File: src/rtl/hamming_pkg.sv
// Shared constants, slot state and data-extraction helper for the Hamming(15,11) receive path.
package hamming_pkg;

    localparam int CODE_W = 15;
    localparam int DATA_W = 11;
    localparam int SYN_W  = 4;

    // Codeword indices of the parity bits (Hamming positions 1, 2, 4, 8).
    localparam int PARITY_IDX [SYN_W] = '{0, 1, 3, 7};

    typedef enum logic {
        SLOT_EMPTY = 1'b0,
        SLOT_FULL  = 1'b1
    } slot_state_e;

    function automatic logic [0:DATA_W-1] extract_data(input logic [0:CODE_W-1] c);
        return {c[2], c[4:6], c[8:14]};
    endfunction

endpackage

File: src/rtl/hamming_rx_sched_correct.sv
// Combinational Hamming(15,11) single-error corrector: syndrome, bit flip, data extraction.
module hamming15_correct
    import hamming_pkg::*;
(
    input  logic [0:CODE_W-1] code,
    output logic [0:DATA_W-1] data,
    output logic [SYN_W-1:0]  syn
);

    logic [0:CODE_W-1] fixed;

    always_comb begin
        syn = '0;
        // Syndrome bit j covers every Hamming position whose binary index has the parity bit's weight.
        for (int j = 0; j < SYN_W; j++) begin
            for (int i = 0; i < CODE_W; i++) begin
                if (((i + 1) & (PARITY_IDX[j] + 1)) != 0) begin
                    syn[j] = syn[j] ^ code[i];
                end
            end
        end
        fixed = code;
        for (int i = 0; i < CODE_W; i++) begin
            if (syn == SYN_W'(i + 1)) begin
                fixed[i] = ~code[i];
            end
        end
        data = extract_data(fixed);
    end

endmodule

File: src/rtl/hamming_rx_sched.sv
// Two-source round-robin front end sharing one Hamming(15,11) corrector, with a registered output slot
// and per-channel saturating corrected-word counters.
module hamming_rx_sched
    import hamming_pkg::*;
#(
    parameter int CNT_W = 16
) (
    input  logic              clk,
    input  logic              rst,
    input  logic              in0_valid,
    output logic              in0_ready,
    input  logic [0:CODE_W-1] in0_code,
    input  logic              in1_valid,
    output logic              in1_ready,
    input  logic [0:CODE_W-1] in1_code,
    output logic              out_valid,
    input  logic              out_ready,
    output logic [0:DATA_W-1] out_data,
    output logic              out_src,
    output logic [SYN_W-1:0]  out_syn,
    output logic              out_corr,
    output logic [CNT_W-1:0]  err_cnt0,
    output logic [CNT_W-1:0]  err_cnt1,
    input  logic              cnt_clr
);

    // Handshakes: a transfer happens on a cycle where valid and ready are both high at the rising edge;
    // ready never waits on valid, and a presented output word holds stable until it is accepted.

    slot_state_e       state_q, state_d;
    logic              ptr_q;
    logic              can_load;
    logic              grant;
    logic              xfer;
    logic [0:CODE_W-1] sel_code;
    logic [0:DATA_W-1] cor_data;
    logic [SYN_W-1:0]  cor_syn;
    logic              inc0, inc1;

    assign out_valid = (state_q == SLOT_FULL);
    assign can_load  = !out_valid || out_ready;

    always_comb begin
        grant = 1'b0;
        if (in0_valid && in1_valid) begin
            grant = ptr_q;
        end else if (in1_valid) begin
            grant = 1'b1;
        end
    end

    assign in0_ready = can_load && (grant == 1'b0);
    assign in1_ready = can_load && (grant == 1'b1);
    assign xfer      = can_load && (in0_valid || in1_valid);
    assign sel_code  = grant ? in1_code : in0_code;

    hamming15_correct u_correct (
        .code (sel_code),
        .data (cor_data),
        .syn  (cor_syn)
    );

    always_comb begin
        state_d = state_q;
        case (state_q)
            SLOT_EMPTY: if (xfer) state_d = SLOT_FULL;
            SLOT_FULL:  if (out_ready && !xfer) state_d = SLOT_EMPTY;
            default:    state_d = SLOT_EMPTY;
        endcase
    end

    always_ff @(posedge clk) begin
        if (rst) begin
            state_q  <= SLOT_EMPTY;
            ptr_q    <= 1'b0;
            out_data <= '0;
            out_src  <= 1'b0;
            out_syn  <= '0;
            out_corr <= 1'b0;
        end else begin
            state_q <= state_d;
            if (xfer) begin
                ptr_q    <= ~grant;
                out_data <= cor_data;
                out_src  <= grant;
                out_syn  <= cor_syn;
                out_corr <= (cor_syn != '0);
            end
        end
    end

    assign inc0 = xfer && (grant == 1'b0) && (cor_syn != '0);
    assign inc1 = xfer && (grant == 1'b1) && (cor_syn != '0);

    // Clear wins over a same-cycle increment; counters stick at all-ones.
    always_ff @(posedge clk) begin
        if (rst || cnt_clr) begin
            err_cnt0 <= '0;
            err_cnt1 <= '0;
        end else begin
            if (inc0 && (err_cnt0 != '1)) err_cnt0 <= err_cnt0 + CNT_W'(1);
            if (inc1 && (err_cnt1 != '1)) err_cnt1 <= err_cnt1 + CNT_W'(1);
        end
    end

endmodule

File: config.mk
export PLATFORM = sky130hd
export DESIGN_NAME = hamming_rx_sched
export DESIGN_NICKNAME = d
export VERILOG_FILES = /design/src/rtl/hamming_pkg.sv /design/src/rtl/hamming_rx_sched_correct.sv /design/src/rtl/hamming_rx_sched.sv
export SDC_FILE = /design/constraint.sdc
export NUM_CORES = 1
export LEC_CHECK = 0
export ABC_AREA = 1
export ABC_CLOCK_PERIOD_IN_PS = 3700
export CORE_ASPECT_RATIO = 1.4
export CORE_UTILIZATION = 57
export CTS_BUF_LIST = sky130_fd_sc_hd__clkbuf_4 sky130_fd_sc_hd__clkbuf_8
export DETAILED_ROUTE_END_ITERATION = 10
export GPL_ROUTABILITY_DRIVEN = 0
export PLACE_DENSITY = 0.86
export REMOVE_ABC_BUFFERS = 1
export SYNTH_ARGS = -nofsm -noshare
export SYNTH_HDL_FRONTEND = slang
export SYNTH_SLANG_ARGS = --single-unit
File: constraint.sdc
create_clock -name clk -period 3.7 [get_ports clk]
set_input_delay 0.37 -clock clk [delete_from_list [all_inputs] [get_ports clk]]
set_output_delay 0.37 -clock clk [all_outputs]
set_load 0.02 [all_outputs]
==> impl_results.md <==
* Minimum hold slack at 491 ps
* Max cap viols at 0
* Root Driver: clkbuf_8
* Min cycle time layout at 3050 ps
* HPWL after DPL at around 7500 µm
* # IOs at 88
* Top cells by count, synth: nand2_1, inv_1, nor2_1
* Die area at a little over 0.007 mm²
* Slew Limit Fails at 0
* Number of H-tree levels at 2
* Final Hold Fails at 0
* Total CTS buffers at 5
* Drt drc at 0
* Vias/cell at around 5.5
* Synth warnings at 0
* CTS max path bufs at 2
* Worst vdd ir at approximately 0.00037 V
* CP max FO at 39
* Detailed-route wire length at around 10000 µm
* Ranking of synthesized cells by area: dfxtp_1, nand2_1, inv_1, nand2_2, nand3_1
* Asr flop ratio synth at 0
* Fraction of the cycle the final worst path needs at 0.824
* Setup TNS at 0 ps
* Final setup fails at 0
* Hold path depth at 2
* Post-synth top area cell: dfxtp_1
* WS Path Type: input pin to flop
* Critical-path cell list: clkdlybuf4s50_1, nand2_4, o21ai_1, nand2_1, nand2_2, nand2_1, nand2_1, nand2_2, inv_2, nor2_4, nor2_4, nand2_4, nand2_4, inv_1, nand2_1, a21oi_1
* Initial antenna violation count at 0
* Leak at slightly below 2 nW
* First-pass detailed-route iteration total at 7
* Hold Path Class: flop to flop
* Data required, critical path at ~4000 ps
* Hold_buf cts at 0
* Net count, final at just over 700
* Total grt overflow at 0
* Synth-to-Final Area Change at 25.0%
* Clock transition at path regs at 90 ps
* Critical Path AT at 3240 ps
* Post-synth top area share at 0.265
* Top cell by count, worst path: nand2_1
* Design area at approximately 0.0048 mm²
* GRT Overall Usage at 0.289
* Seq/Total Area, Yosys at 0.265
* Slew HR at 0.627
* Startpoint Class: input pin
* Worst-Margin Slew at between 500 and 600 ps
* Slowest-stage cell, CP: clkdlybuf4s50_1
* Die X at just over 70 µm
* CP max stage delay at ~700 ps
* Ratio of cells with drive above 1 in the final layout at 0.153
* Post-CTS setup buffers at 0
* Placed cell areas at 0.00472 mm²
* Outcome: finished clean
* Worst Skew at around 19 ps
* Reg2reg path depth at 18
* Post-Syn Instances at just under 600
* Core area at about 0.0066 mm²
* Number of antenna diodes at 0
* Fin util at 0.734
* Initial Util at 0.587
* Mean area per synthesized cell at approximately 6.5 µm²
* Clk Latency, worst-skew pair at 310 ps
* Port Buf Inserts at 87
* Rows at 35
* Per-cell routed wire length at about 13 µm
* Most common cell in the netlist: nand2_1
* Count of cell types in the netlist at 33
* Largest net degree at the start of global routing at 40
* Vias in the first global route at 3824
* Cts repair resizes at 0
* CP endpoint kind: flop
* Seq cells post-synth at 51
* Vert. Die Dim at ~100 µm
* Fmax at about 330 MHz
* Vias at roughly 4000
* Top_reg_cell synth: dfxtp_1
* Number of synthesized flops with an enable pin at 0
* FILL cells at between 500 and 600
* RSZ-0062 raised after global routing: false
* Power Density at 315 mW/mm²
* First-pass GRT wire length at ~17000 µm
* Clk sink count at 51
* CTS tree: yes
* Post-Syn Area at roughly 0.0039 mm²
* Number of DRC markers in iteration 0 at between 200 and 300
* Routed Antenna Nets at 0
==> power by group <==
part	internal, mW	switching, mW
combinational	0.192	0.348
sequential	0.576	0.0178
clock	0.198	0.189
==> placed cells by master (no fill, tap or decap) <==
cell	instances
a21oi_1	13
a21oi_2	19
a311oi_2	1
a31oi_1	2
buf_4	7
bufinv_16	1
clkbuf_8	5
clkdlybuf4s50_1	87
clkinvlp_4	1
dfxtp_1	51
ha_1	2
inv_1	67
inv_2	6
nand2_1	158
nand2_2	38
nand2_4	4
nand3_1	43
nand3_2	11
nand3_4	1
nand3b_1	4
nand4_1	19
nor2_1	52
nor2_2	2
nor2_4	3
nor3_1	17
nor3b_1	1
nor4_1	4
o21a_1	1
o21ai_0	17
o21ai_1	6
o21ai_2	4
xnor2_1	4
xor2_1	23
==> area by class of cell <==
type	instances	area, µm²	share of cell area
tap	74	92.6	0.0192
inverter	73	274	0.0568
clock buffer	5	68.8	0.0143
sequential	51	1020	0.212
multi-input combinational	449	2400	0.499
timing repair buffer	94	923	0.191
clock inverter	2	37.5	0.00778
==> registers in the layout, summed over array words and instances, names as in the netlist <==
signal and flops:
out_syn 4, out_valid 1, err_cnt0 16, out_corr 1
err_cnt1 16, out_src 1, out_data 11, ptr_q 1
==> cell families after synthesis <==
family,after synthesis,synth area share
compound gates,63,0.106
xor+xnor,27,0.0613
fa+ha+maj,2,0.00649
buf+inv,93,0.113
flops,51,0.265
simple gates,357,0.448
==> through the flow <==
stage / std cells / power (mW) / worst slack, ps
after detailed placement: 741 / 1.14 / 354
final: 748 / 1.52 / 653
after global routing: 748 / 1.61 / 370
after global placement: 741 / 1.13 / 478
after CTS: 748 / 1.52 / 678
after floorplan: 573 / 0.948 / 30.7
==> path summary, 6_finish.rpt <==
path                            slack, ps                        to                startpoint
worst min register to register        490  err_cnt1[6]$_SDFFE_PP0P_  err_cnt1[6]$_SDFFE_PP0P_
worst max register to register        970  err_cnt1[0]$_SDFFE_PP0P_        ptr_q$_SDFFE_PP0P_
worst max-delay path                  650  err_cnt1[0]$_SDFFE_PP0P_                 in1_valid
worst min-delay path                  490  err_cnt1[6]$_SDFFE_PP0P_  err_cnt1[6]$_SDFFE_PP0P_
==> worst max-delay path: cells and delay by family <==
kind | cells | cell delay [ps]
AOI/OAI and AO/OA | 2 | 430
and+or+nand+nor | 11 | 1570
buffers and inverters | 3 | 850
==> metal layers <==
metal / up-vias / track usage / wire length (µm)
li1: 2062 / - / -
met1: 1860 / 0.323 / 4090
met2: 149 / 0.541 / 5130
met3: 25 / 0.0395 / 569
met4: 0 / 0.118 / 262
met5: - / 0 / 0
No activity file was read; power rests on OpenSTA's default activity.
